File: src/rtl/bcd_pkg.sv
// -----------------------------------------------------------------------------
// bcd_pkg
// Shared definitions for the packed-BCD to binary converter.
//   state_t       : converter FSM states (IDLE, CONV, DONE)
//   DIGIT_W       : width of one BCD digit
//   BCD_MAX_DIGIT : largest legal decimal digit value
//   min_bin_w()   : smallest BIN_W that holds 10^digits - 1 without wrapping
// -----------------------------------------------------------------------------
package bcd_pkg;

  typedef enum logic [1:0] {
    IDLE = 2'd0,
    CONV = 2'd1,
    DONE = 2'd2
  } state_t;

  localparam int DIGIT_W       = 4;
  localparam int BCD_MAX_DIGIT = 9;

  // 10^digits is never a power of two, so ceil(log2(10^digits)) is exactly
  // the number of bits needed for the largest value 10^digits - 1.
  function automatic int min_bin_w(input int digits);
    longint unsigned pow10;
    pow10 = 1;
    for (int i = 0; i < digits; i++) begin
      pow10 = pow10 * 10;
    end
    return $clog2(pow10);
  endfunction

endpackage

File: src/rtl/bcd2bin_mac.sv
// -----------------------------------------------------------------------------
// bcd2bin_mac
// Combinational multiply-accumulate step: o_acc = (i_acc * 10 + i_digit)
// truncated to BIN_W bits, plus an invalid-digit flag when BCD2BIN_ERR_EN
// is defined.
//   i_acc       : running accumulator
//   i_digit     : next BCD digit, used at face value (0..15)
//   o_acc       : updated accumulator
//   o_digit_bad : digit > 9 (present only with BCD2BIN_ERR_EN)
// -----------------------------------------------------------------------------
module bcd2bin_mac
  import bcd_pkg::*;
#(
  parameter int BIN_W = 10
) (
  input  logic [BIN_W-1:0]   i_acc,
  input  logic [DIGIT_W-1:0] i_digit,
  output logic [BIN_W-1:0]   o_acc
`ifdef BCD2BIN_ERR_EN
  ,
  output logic               o_digit_bad
`endif
);

  // acc*10 = acc*8 + acc*2. Addition and shifts only propagate carries
  // upward, so the low BIN_W bits of the full BIN_W+4 bit result equal the
  // same expression evaluated modulo 2^BIN_W; bits above BIN_W would only be
  // discarded by the truncation.
  assign o_acc = (i_acc << 3) + (i_acc << 1) + BIN_W'(i_digit);

`ifdef BCD2BIN_ERR_EN
  assign o_digit_bad = (i_digit > DIGIT_W'(BCD_MAX_DIGIT));
`endif

endmodule

File: src/rtl/bcd2bin.sv
// -----------------------------------------------------------------------------
// bcd2bin
// Iterative packed-BCD to unsigned-binary converter. One digit per clock,
// most significant digit first (acc = acc*10 + digit). Valid/ready on both
// sides; the result is held until accepted.
// Optional feature: define BCD2BIN_ERR_EN to flag digits > 9 on err_out.
//   clk       : clock, rising edge
//   rst       : synchronous active-high reset
//   bcd_in    : packed BCD, digit DIGITS-1 in the MSBs
//   in_valid  : bcd_in valid
//   in_ready  : converter idle and accepting input
//   bin_out   : converted value, stable while out_valid
//   out_valid : bin_out/err_out valid
//   out_ready : consumer accepts the result
//   err_out   : invalid digit seen (0 unless BCD2BIN_ERR_EN)
// -----------------------------------------------------------------------------
module bcd2bin
  import bcd_pkg::*;
#(
  parameter int DIGITS = 3,
  parameter int BIN_W  = 10
) (
  input  logic                      clk,
  input  logic                      rst,
  input  logic [DIGIT_W*DIGITS-1:0] bcd_in,
  input  logic                      in_valid,
  output logic                      in_ready,
  output logic [BIN_W-1:0]          bin_out,
  output logic                      out_valid,
  input  logic                      out_ready,
  output logic                      err_out
);

  localparam int                SH_W     = DIGIT_W * DIGITS;
  localparam int                CNT_W    = (DIGITS > 1) ? $clog2(DIGITS) : 1;
  localparam logic [CNT_W-1:0]  CNT_LAST = CNT_W'(DIGITS - 1);

  state_t            r_state;
  state_t            w_next_state;
  logic [SH_W-1:0]   r_shreg;
  logic [BIN_W-1:0]  r_acc;
  logic [BIN_W-1:0]  r_bin;
  logic [CNT_W-1:0]  r_cnt;
  logic [BIN_W-1:0]  w_acc_next;
  logic              w_accept;
  logic              w_last;

  assign w_accept = (r_state == IDLE) && in_valid;
  assign w_last   = (r_state == CONV) && (r_cnt == CNT_LAST);

`ifdef BCD2BIN_ERR_EN
  logic w_digit_bad;
  logic r_err;
`endif

  bcd2bin_mac #(
    .BIN_W (BIN_W)
  ) u_mac (
    .i_acc       (r_acc),
    .i_digit     (r_shreg[SH_W-1 -: DIGIT_W]),
    .o_acc       (w_acc_next)
`ifdef BCD2BIN_ERR_EN
    ,
    .o_digit_bad (w_digit_bad)
`endif
  );

  // NOTE: sequential state uses non-blocking assignments so every register
  // samples pre-edge values, independent of process ordering.
  always_ff @(posedge clk) begin
    if (rst) begin
      r_state <= IDLE;
    end else begin
      r_state <= w_next_state;
    end
  end

  // NOTE: the default assignment first guarantees every path drives
  // w_next_state, so no latch is inferred.
  always_comb begin
    w_next_state = r_state;
    unique case (r_state)
      IDLE:    if (in_valid)  w_next_state = CONV;
      CONV:    if (w_last)    w_next_state = DONE;
      DONE:    if (out_ready) w_next_state = IDLE;
      default:                w_next_state = IDLE;
    endcase
  end

  // Accumulator, digit counter and held result. bin_out has its own register
  // so it only moves on the final CONV edge, not while acc is building up.
  always_ff @(posedge clk) begin
    if (rst) begin
      r_acc <= '0;
      r_cnt <= '0;
      r_bin <= '0;
    end else if (w_accept) begin
      r_acc <= '0;
      r_cnt <= '0;
    end else if (r_state == CONV) begin
      r_acc <= w_acc_next;
      r_cnt <= r_cnt + CNT_W'(1);
      if (w_last) begin
        r_bin <= w_acc_next;
      end
    end
  end

  // NOTE: the digit shift register carries no reset; it is always loaded on
  // acceptance before any digit is consumed, so its reset value is never seen.
  always_ff @(posedge clk) begin
    if (w_accept) begin
      r_shreg <= bcd_in;
    end else if (r_state == CONV) begin
      r_shreg <= r_shreg << DIGIT_W;
    end
  end

`ifdef BCD2BIN_ERR_EN
  // Sticky for one conversion, cleared when the next operand is accepted.
  always_ff @(posedge clk) begin
    if (rst) begin
      r_err <= 1'b0;
    end else if (w_accept) begin
      r_err <= 1'b0;
    end else if ((r_state == CONV) && w_digit_bad) begin
      r_err <= 1'b1;
    end
  end

  assign err_out = r_err && (r_state == DONE);
`else
  assign err_out = 1'b0;
`endif

  assign in_ready  = (r_state == IDLE);
  assign out_valid = (r_state == DONE);
  assign bin_out   = r_bin;

endmodule

File: config.mk
export PLATFORM = sky130hd
export DESIGN_NAME = bcd2bin
export DESIGN_NICKNAME = d
export VERILOG_FILES = /design/src/rtl/bcd_pkg.sv /design/src/rtl/bcd2bin_mac.sv /design/src/rtl/bcd2bin.sv
export SDC_FILE = /design/constraint.sdc
export NUM_CORES = 1
export LEC_CHECK = 0
export ABC_CLOCK_PERIOD_IN_PS = 2910
export CORE_MARGIN = 4
export CORE_UTILIZATION = 30
export DETAILED_ROUTE_END_ITERATION = 8
export GPL_ROUTABILITY_DRIVEN = 0
export PLACE_DENSITY_LB_ADDON = 0.3
export SYNTH_ARGS = -nofsm -noshare
export SYNTH_HDL_FRONTEND = slang
export SYNTH_SLANG_ARGS = --single-unit
File: constraint.sdc
create_clock -name clk -period 2.91 [get_ports clk]
set_clock_uncertainty 0.15 [all_clocks]
set_input_delay 0.582 -clock clk [delete_from_list [all_inputs] [get_ports clk]]
set_output_delay 0.582 -clock clk [all_outputs]
set_load 0.02 [all_outputs]
# [Word level (Yosys, flattened, before mapping)]
# Index checks and enable logic that the tools add are counted.
[totals] inputBits=16 register_bits=35 word_cells=28
[classes] n_bitwise=1 n_eq_ne=6 addsub=3 mux=6 n_reduce_logical=7
[ops] cell="12-bit two-way mux" n=2
[ops] cell="10-bit adder" n=1
[ops] cell="10-bit by 4-bit adder with 10-bit output" n=1
[ops] cell="2-bit two-way mux" n=3
[ops] cell="2-bit one-hot mux with 3 select lines" n=1
[ops] cell="3-bit AND reduction" n=2
[ops] cell="2-bit equality test, second input constant" n=2
[ops] cell="2-bit != test, second input constant" n=2
[ops] cell="2-bit by 1-bit adder with 2-bit output, second input constant" n=1
[ops] cell="2-bit by 1-bit equality test with 1-bit output, second input constant" n=1
[ops] cell="1-bit logical AND" n=2
[ops] cell="2-bit logical NOT" n=1
[ops] cell="2-bit by 1-bit != test with 1-bit output, second input constant" n=1
[ops] cell="2-bit nonzero test" n=1
[ops] cell="2-bit OR reduction" n=1
[ops] cell="1-bit inverter" n=1

# [Depth between registers and ports, before layout]
[depth] ltp_word=4 mapped_depth=8

# [Modules after synthesis]
# From an unflattened synthesis, not the netlist that was laid out.
[unflattened] cells_unflattened=173 hier_area_um2=2031.9
[by_module_without_submodules] module="bcd2bin" area_each_um2=1614.0 cells_each=127 n_inst=1 seq_area_each_um2=840.8
[by_module_without_submodules] module="bcd2bin_mac" area_each_um2=417.9 cells_each=46 n_inst=1 seq_area_each_um2=0.0

# [Least setup slack after synthesis]
# No wires, ideal clock.
[synth_path] path_kind="register -> register" startpoint="register r_acc[0]" endpoint="register r_bin[9], in the netlist bin_out[9]" t_required_ps=2638 slack_ps=639 path_stages_with_launch=9 t_arrival_ps=1999 setup_time_ps=122 path_cell_list="dfxtp_1 -> inv_1 -> fa_1 -> inv_1 -> ha_1 -> a21oi_1 -> a211oi_1 -> o211a_1 -> a311o_1"
[synth_via] elab_chain_cells=2
[synth_lines] element="from (decl)" line="bcd2bin.sv:41" source="logic [BIN_W-1:0] r_acc;"
[synth_lines] element="from (signal assigned)" line="bcd2bin.sv:101" source="r_acc <= w_acc_next;"
[synth_lines] element="10-bit adder" line="bcd2bin_mac.sv:29" source="assign o_acc = (i_acc << 3) + (i_acc << 1) + BIN_W'(i_digit);"
[synth_lines] element="10-bit by 4-bit adder with 10-bit output" line="bcd2bin_mac.sv:29"
[synth_lines] element="to (signal assigned)" line="bcd2bin.sv:104" source="r_bin <= w_acc_next;"
[synth_lines] element="to (decl)" line="bcd2bin.sv:42" source="logic [BIN_W-1:0] r_bin;"
# No other way between the ends.
# A chain may end at the register's enable or synchronous reset.

# [Worst setup path after layout]
[layout_path] startpoint="register r_acc[0]" endpoint="register r_acc[8]"
[layout_via] elab_chain_cells=2
[layout_lines] element="10-bit adder" line="bcd2bin_mac.sv:29"
[layout_lines] element="10-bit by 4-bit adder with 10-bit output" line="bcd2bin_mac.sv:29"
# No other way between the ends.

==> results.md <==
* Layout area overhead at 24.8%
* Hold Buf Count CTS at 0
* YS warnings at 0
* Fin. Hold Viols at 0
* GR Overflow Total at 0
* Seq/Total Area, Yosys at 44.5%
* Hold crit path type: reg -> reg
* Crit path buffers/inverters at 1
* Post-Synthesis Cell Area at 1840 sq um
* Max stage delay on crit path at roughly 500 ps
* Vias in the first global route at 1,456
* Port buffer count at 27
* DR pass1 iterations at 5
* Max FO, Critical Path at 3
* Crit start category: register
* Final period utilization at 84.3%
* Most frequent cells in the layout: 49 x nand2_1, 27 x clkdlybuf4s50_1, 23 x dfxtp_1
* RSZ-0062 raised after global routing: no
* Reg2reg start: r_acc[0]$_SDFFE_PP0P_
* Setup TNS at 0 ps
* DRT iter0 DRCs at 45
* Die ar. at ~7500 sq um
* Number of gates resized after CTS at 0
* Worst path required time at 2920 ps
* CP endpoint kind: register
* CP max stage cell: fa_1
* Layout cells sized above 1 at 5.13%
* Syn Area/Cell at 9.04 sq um
* DRC errors left at 0
* First-pass GRT wire length at between 6000 and 7000 microns
* Antenna violations before repair at 0
* Vias at between 1,000 and 1,500
* EDFF count, synth at 12
* Post-synthesis async set-or-reset flop share at 0%
* Status: finished, final reports clean
* Number of synthesized register bits at 35
* All-Layer GR Usage at a little under an eighth
* Crit path DAT at 2470 ps
* Hold Crit Start: bin_out[5]$_SDFFE_PP0P_
* WS Path Type: reg -> reg
* Final HPWL DP at between 2000 and 3000 microns
* RR Endpoint: r_acc[8]$_SDFFE_PP0P_
* Num rows at 28
* Die Width at 86.4 microns
* CTS tree: built
* Slew @ Worst Pin at 613 ps
* Worst-path clk slew at roughly 70 ps
* Fin nets at 266
* Final WL at ~4000 microns
* Clk sinks at 35
* Largest net degree at the start of global routing at 16
* Final setup vio count at 0
* Core Region at ~6000 sq um
* Worst Hold End: bin_out[5]$_SDFFE_PP0P_
* I/O pins at 29
* Clk root buf: clkbuf_8
* Normalized max-slew margin at 59.0%
* Wirelength per Cell at ~13 microns
* Mapped Nets at around 240
* Num CTS Buffers at 5
* Vias per inst at 4.82
* CP delay by family, top: adder cells
* Chip height at 86.4 microns
* Synth Instances at 204
* Post-CTS setup buffer count at 0
* Pwr dens at 507 nW/um^2
* ANT nets after route at 0
* Initial Util at a little under a third
* H-tree level count at 2
* Reg2reg path depth at 7
* Hold WS at 305 ps
* Crit-path cells: inv_1 -> fa_1 -> fa_1 -> nor2b_1 -> o31ai_1 -> a211oi_1 -> o31ai_1
* Max frequency at 407 MHz
* Max VDD drop at roughly 0.00026 V
* Clk buf depth at 2
* Final Max Slew Viols at 0
* Hold path depth at 2
* Post-layout min period at 2450 ps
* Ys flop type: dfxtp_1
* Count of cell types in the netlist at 42
* Max-Cap Viols at 0
* Reg2Reg Setup Slack at roughly 460 ps
* Number of diodes at 0
* Worst skew pair latency at 290 ps
* Pleak at 0.000945 uW
* Most common cell after layout, fill and taps aside: nand2_1
[cells in the mapped netlist (2+ instances only)]
| library cell | number | area (sq um) |
|---|---|---|
| ha_1 | 15 | 188 |
| xnor2_1 | 3 | 26.3 |
| or3_1 | 2 | 12.5 |
| a211oi_1 | 5 | 37.5 |
| clkbuf_1 | 5 | 18.8 |
| o21a_1 | 2 | 15.0 |
| nand2b_1 | 4 | 25.0 |
| inv_1 | 9 | 33.8 |
| buf_2 | 2 | 10.0 |
| nand3_1 | 8 | 40.0 |
| and2_1 | 5 | 31.3 |
| o31ai_1 | 3 | 22.5 |
| nand2_1 | 49 | 184 |
| nor2b_1 | 3 | 18.8 |
| fa_1 | 2 | 40.0 |
| nand3b_1 | 2 | 15.0 |
| a21oi_1 | 18 | 90.1 |
| dfxtp_1 | 23 | 460 |
| o21ai_0 | 3 | 15.0 |
| edfxtp_1 | 12 | 360 |
| nor2_1 | 7 | 26.3 |
| o211ai_1 | 2 | 15.0 |
[cell type report]
type / count / area (sq um)
Clock inverter: 1 / 30.0
Multi-Input combinational cell: 152 / 953
Inverter: 9 / 33.8
Sequential cell: 35 / 821
Tap cell: 75 / 93.8
Clock buffer: 7 / 76.3
Fill cell: 634 / 3650
Timing Repair Buffer: 30 / 293
[metrics by stage]
stage | setup slack, ps | instances | cell area, sq um | power [uW] | util, %
detailed placement | 469 | 301 | 2190 | 746 | 36.8
CTS | 447 | 309 | 2300 | 1180 | 38.6
global placement | 483 | 301 | 2190 | 742 | 36.8
global route | 301 | 309 | 2300 | 1220 | 38.6
finish | 456 | 309 | 2300 | 1170 | 38.6
floorplan | 639 | 204 | 1840 | 681 | -
[power by group]
group	switching (uW)	internal (uW)	total, uW
clock	178	256	435
combinational	98.0	73.4	171
sequential	15.2	546	561
[worst min-delay path, stage by stage, from the launching register on]
cell,delay [ps]
dfxtp_1,310
nand2_1,50
a21oi_1,50
[state kept, by name, indices dropped and copies added, names as in the netlist]
name,cells
r_shreg,12
bin_out,10
r_acc,9
r_cnt,2
r_state,2
[metal layers]
metal	track usage (%)	wire [microns]
met5	0	0
met4	4.25	40
met3	2.85	186
met2	19.1	1850
met1	14.8	1940
[worst max-delay path by stage]
| stage | from | end | depth (start not counted) |
|---|---|---|---|
| floorplan | r_acc[0]$_SDFFE_PP0P_ | bin_out[9]$_SDFFE_PP0P_ | 8 |
| global placement | r_acc[0]$_SDFFE_PP0P_ | bin_out[8]$_SDFFE_PP0P_ | 7 |
| detailed placement | r_acc[0]$_SDFFE_PP0P_ | r_acc[8]$_SDFFE_PP0P_ | 7 |
| CTS | r_acc[0]$_SDFFE_PP0P_ | r_acc[8]$_SDFFE_PP0P_ | 7 |
| global route | r_acc[0]$_SDFFE_PP0P_ | r_acc[8]$_SDFFE_PP0P_ | 7 |
| finish | r_acc[0]$_SDFFE_PP0P_ | r_acc[8]$_SDFFE_PP0P_ | 7 |
[cells by family (layout without fill, tap and decap cells)]
kind of cell	count (synthesis)	count (layout)	synth area share, %
and+or+nand+nor	91	91	23.7
AOI/OAI and AO/OA	39	39	13.5
DFF	35	35	44.5
adders and majority gates	17	17	12.3
buffers and inverters	17	47	3.80
xor gates and xnor gates	4	4	1.90
other	1	1	0.203
Power figures use the tool's default switching activity.
==> variant 1: new RTL, config.mk and constraints unchanged <==
Build with the macro `BCD2BIN_ERR_EN` defined.
--- a/src/rtl/bcd2bin_mac.sv
+++ b/src/rtl/bcd2bin_mac.sv
@@ -10,2 +10,4 @@
 // -----------------------------------------------------------------------------
+`define BCD2BIN_ERR_EN
+
 module bcd2bin_mac
Function: changed (a bounded check fails within 10 cycles, from zero or initial values and one cycle with rst high).
==> variant 1 against the unedited design <==
Design area is 0.16% higher. Sequential share of layout area grew 0.81 points. Routed wire length decreased by 1.1%. Via count down 0.67%. First-iteration DRC count grew 8.9%. Global-route usage fell by 0.16 points. Critical path type unchanged. Area after synthesis barely moved. Utilization up 0.063 points. Critical endpoint is now bin_out[8]. Power is 4.9% lower. Die area is essentially flat. Setup slack got worse by 0.32 ns. Sequential power is 3% higher. Sequential cell count is 1 higher.
==> variant 1: results (changes against the unedited design) <==
I/O Buffers = 28 (was 27)
Postcts setup bufs = 0 (unchanged)
Hold path endpoint = bin_out[2] (was bin_out[5])
First-pass GRT wire length = 6.73 mm (was 6.74 mm)
PostCTS Resize Cnt = 0 (unchanged)
Clk slew on worst S/H paths = 0.08 ns
Synth cell types = 40 (was 42)
Worst EP arrival = 2.83 ns (was 2.47 ns)
Residual DRC count = 0 (unchanged)
Share of synthesized registers carrying an async set or reset = 0% (unchanged)
CTS Buf Count = 5 (unchanged)
GRT Total Usage = 11.5% (was 11.6%)
Pre-CTS setup slack = 0.155 ns (was 0.469 ns)
Hold crit path type = reg -> reg (unchanged)
Post-synthesis sequential area ratio = 45.6% (was 44.5%)
Worst reg-to-reg path cell count = 6 (was 7)
Post-CTS Hold Buffers = 0 (unchanged)
DRT iter0 DRCs = 49 (was 45)
CTS Root Cell = clkbuf_8 (unchanged)
Most flops, register = r_shreg (unchanged)
Via-to-Cell Ratio = 4.83 (was 4.82)
Max reg flops = 12 (unchanged)
FF-to-FF setup slack = 0.14 ns (was 0.46 ns)
Number of synthesized flops with an enable pin = 12 (unchanged)
WS Path Type = reg -> reg (unchanged)
# diodes = 0 (unchanged)
CP max FO = 3 (unchanged)
CTS H-tree lvls = 2 (unchanged)
Status = complete, no violations (unchanged)
Antenna violations before repair = 0 (unchanged)
Drt pass-1 iters = 4 (was 5)
Leakage = 0.953 nW (was 0.945 nW)
Worst reg2reg endpoint = bin_out[8] (was r_acc[8])
Vias in the first global route = 1,470 (was 1,456)
Layout Nets = 263 (was 266)
Beginning of the worst hold path = bin_out[2] (was bin_out[5])
Top cells by area, synth = dfxtp_1 (26%), edfxtp_1 (20%), ha_1 (10%) (was dfxtp_1 (25%), edfxtp_1 (20%), ha_1 (10%))
DP HPWL = 2.96 mm (was 2.93 mm)
Worst-margin pin slew = 0.535 ns (was 0.613 ns)
WL final = 3.97 mm (was 4.02 mm)
Hold depth = 2 (unchanged)
Commonest cells post-synth = nand2_1 (50), dfxtp_1 (24), a21oi_1 (18), ha_1 (15), edfxtp_1 (12) (was nand2_1 (49), dfxtp_1 (23), a21oi_1 (18), ha_1 (15), edfxtp_1 (12))
VDD IR-drop max = 0.000338 V (was 0.000259 V)
Post-Syn Nets = 231 (was 237)
Ys Warns = 0 (unchanged)
Reg2reg start = r_shreg[11] (was r_acc[0])
Worst skew pair latency = 0.29 ns (about the same)
Largest net degree at the start of global routing = 15 (was 16)
Layout cells sized above 1 = 6.06% (was 5.13%)
Max Root-Sink Buffers = 2 (unchanged)
variant 1: report_power, final:
| group | leakage (nW) | total (mW) | switching, mW | internal, mW |
|---|---|---|---|---|
| clock | 0.0479 | 0.354 | 0.187 | 0.167 |
| combinational | 0.589 | 0.178 | 0.100 | 0.0775 |
| sequential | 0.316 | 0.579 | 0.0173 | 0.561 |
variant 1: kinds of logic (layout without fill, tap and decap cells):
family                   after synthesis  after routing  share of synthesized area (%)
adder cells (fa/ha/maj)               17             17                           12.4
AND/OR/NAND/NOR                       90             90                           22.5
XOR/XNOR                               4              4                           1.90
flip-flops                            36             36                           45.6
AO/OA/AOI/OAI                         40             40                           15.1
buffers and inverters                 11             44                           2.44
variant 1: area by class of cell:
type / instances / area, um^2
clock buffer: 5 / 68.8
clock inverter: 3 / 18.8
fill: 616 / 3650
inverter: 4 / 15.0
multi-input combinational: 151 / 957
sequential: 36 / 841
tap: 75 / 93.8
timing repair buffer: 32 / 310
variant 1: how the worst max path moves through the flow:
stage | endpoint | slack, ns | cells after the start
after floorplan | bin_out[8] | 0.30 | 6
after global placement | bin_out[8] | 0.23 | 6
final | bin_out[8] | 0.14 | 6
after CTS | bin_out[8] | 0.13 | 6
after global routing | bin_out[8] | 0.05 | 6
after detailed placement | bin_out[8] | 0.16 | 6
variant 1: through the flow:
step / hold slack, ns / instances / power (mW) / cell area [um^2]
final: 0.306 / 306 / 1.11 / 2300
after CTS: 0.309 / 306 / 1.13 / 2300
after global placement: 0.294 / 298 / 0.769 / 2220
after global routing: 0.330 / 306 / 1.18 / 2300
after floorplan: 0.282 / 198 / 0.702 / 1840
after detailed placement: 0.297 / 298 / 0.771 / 2220
variant 1: routing by layer:
| layer | global-route usage, % | vias up | wire, um |
|---|---|---|---|
| li1 | - | 761 | - |
| met1 | 13.8 | 677 | 1840 |
| met2 | 19.5 | 35 | 1880 |
| met3 | 3.52 | 5 | 229 |
| met4 | 3.68 | 0 | 31 |
| met5 | 0 | - | 0 |
variant 1: critical path, cell delays in order (launching register included):
cell and delay [ns]:
edfxtp_1 0.42, fa_1 0.55, fa_1 0.51, a211o_1 0.35, a2111o_1 0.37, o311a_1 0.16
o31ai_2 0.18
==> variant 2: new RTL, config.mk and constraints unchanged <==
Without the edit above. The 3 states of `state_t` get a one-hot encoding in 3 bits.
--- a/src/rtl/bcd_pkg.sv
+++ b/src/rtl/bcd_pkg.sv
@@ -10,6 +10,6 @@
 
-  typedef enum logic [1:0] {
-    IDLE = 2'd0,
-    CONV = 2'd1,
-    DONE = 2'd2
+  typedef enum logic [2:0] {
+    IDLE = 3'b001,
+    CONV = 3'b010,
+    DONE = 3'b100
   } state_t;
Function: no difference found for any inputs over 10 cycles, from zero or initial values and one cycle with rst high; not proved beyond that.
==> variant 2 against the unedited design <==
Design area rose by 2.7%. Setup slack got worse by 0.20 ns. Highest routed layer unchanged. Power down 6.3%. Routed wire length down 1.9%. Sequential cell count grew 1. Sequential power is 0.9% lower. Hold slack improved by 0.0034 ns. Critical path depth fell by 1. Utilization grew 0.36 points. Area after synthesis increased by 3.7%. Global-route usage is 0.70 points lower. Critical path type unchanged.
==> variant 2: results (changes against the unedited design) <==
DP HPWL = 2.94 mm (was 2.93 mm)
Met3 usage in global routing = 3.20% (was 2.85%)
Postcts setup bufs = 0 (unchanged)
Met2 GRT Util = 17.9% (was 19.1%)
Share of synthesized registers carrying an async set or reset = 0% (unchanged)
GRT Total Usage = 10.9% (was 11.6%)
Fillers = 626 (was 634)
Status = complete, no violations (unchanged)
Power Combinational = 0.105 mW (was 0.171 mW)
Internal Pwr Total = 0.855 mW (was 0.876 mW)
Sw frac = 21.9% (was 25.0%)
VDD IR-drop max = 0.000274 V (was 0.000259 V)
Syn Inst Count = 191 (was 204)
P_clk = 0.434 mW (was 0.435 mW)
Critical path's top delay family = adder cells (unchanged)
Post-Syn Nets = 224 (was 237)
First-pass GRT wire length = 6.67 mm (was 6.74 mm)
Largest net degree at the start of global routing = 17 (was 16)
Met1 Use GR = 14.2% (was 14.8%)
Layout cells sized above 1 = 8.64% (was 5.13%)
Leakage = 0.872 nW (was 0.945 nW)
Clk slew on worst S/H paths = 0.08 ns
Via-to-Cell Ratio = 4.85 (was 4.82)
Drt pass-1 iters = 4 (was 5)
Layout Nets = 252 (was 266)
Total placed cells including tap cells = 287 (was 301)
Dpl cell area = 2260 um^2 (was 2190 um^2)
Vias = 1,432 (was 1,488)
Top cells by area, synth = dfxtp_1 (25%), edfxtp_1 (19%), ha_1 (9.8%) (was dfxtp_1 (25%), edfxtp_1 (20%), ha_1 (10%))
Commonest cells post-synth = dfxtp_1 (24), nand2_1 (23), ha_1 (15), a21oi_1 (13), edfxtp_1 (12) (was nand2_1 (49), dfxtp_1 (23), a21oi_1 (18), ha_1 (15), edfxtp_1 (12))
Synth cell types = 41 (was 42)
CTS Root Cell = clkbuf_8 (unchanged)
Post-synthesis sequential area ratio = 44.0% (was 44.5%)
Pre-CTS setup slack = 0.276 ns (was 0.469 ns)
Area of the multi-input gates = 1000 um^2 (was 953 um^2)
DRT iter0 DRCs = 56 (was 45)
Worst EP arrival = 2.72 ns (was 2.47 ns)
WL final = 3.94 mm (was 4.02 mm)
Critical path's slowest cell = fa_1 (unchanged)
==> variant 2: cell count changes after synthesis, moves of 3 or more <==
| cell | delta |
|---|---|
| a21oi_1 | -5 |
| inv_1 | -6 |
| mux2_1 | +4 |
| mux2_2 | +4 |
| nand2_1 | -26 |
| nor2_1 | +4 |
| nor3_1 | +4 |
| nor3b_1 | +7 |
| o21ai_0 | +3 |
| or3_1 | +3 |
==> variant 2: worst min-delay path: stages (launching register included) <==
cell     delay (ns)
dfxtp_1        0.31
nand2_1        0.05
a21oi_1        0.05
==> variant 2: path summary, 6_finish.rpt <==
kind / start / to / slack (ns) / cells after the start
setup / recovery: r_shreg[11] / bin_out[6] / 0.25 / 6
setup reg to reg: r_shreg[11] / bin_out[6] / 0.25 / 6
hold reg to reg: bin_out[0] / bin_out[0] / 0.31 / 2
hold / removal: bin_out[0] / bin_out[0] / 0.31 / 2
==> variant 2: cells by family after synthesis <==
kind of cell,after synthesis,synth area share [%]
and+or+nand+nor,74,20.6
AOI/OAI and AO/OA,38,12.5
DFF,36,44.0
adders and majority gates,17,11.9
buffers and inverters,14,3.99
muxes,8,4.71
xor gates and xnor gates,3,2.16
other,1,0.196
==> variant 2: area by class of cell <==
type	count	share of cell area [%]
clock buffer	6	3.07
clock inverter	2	1.48
inverter	3	0.476
multi-input combinational	141	42.4
sequential	36	35.6
tap	75	3.97
timing repair buffer	32	13.0
==> variant 2: layer usage <==
metal | vias to the layer above | part of all wire [%]
li1 | 745 | -
met1 | 657 | 49
met2 | 28 | 45
met3 | 2 | 5.0
met4 | 0 | 0.48
met5 | - | 0
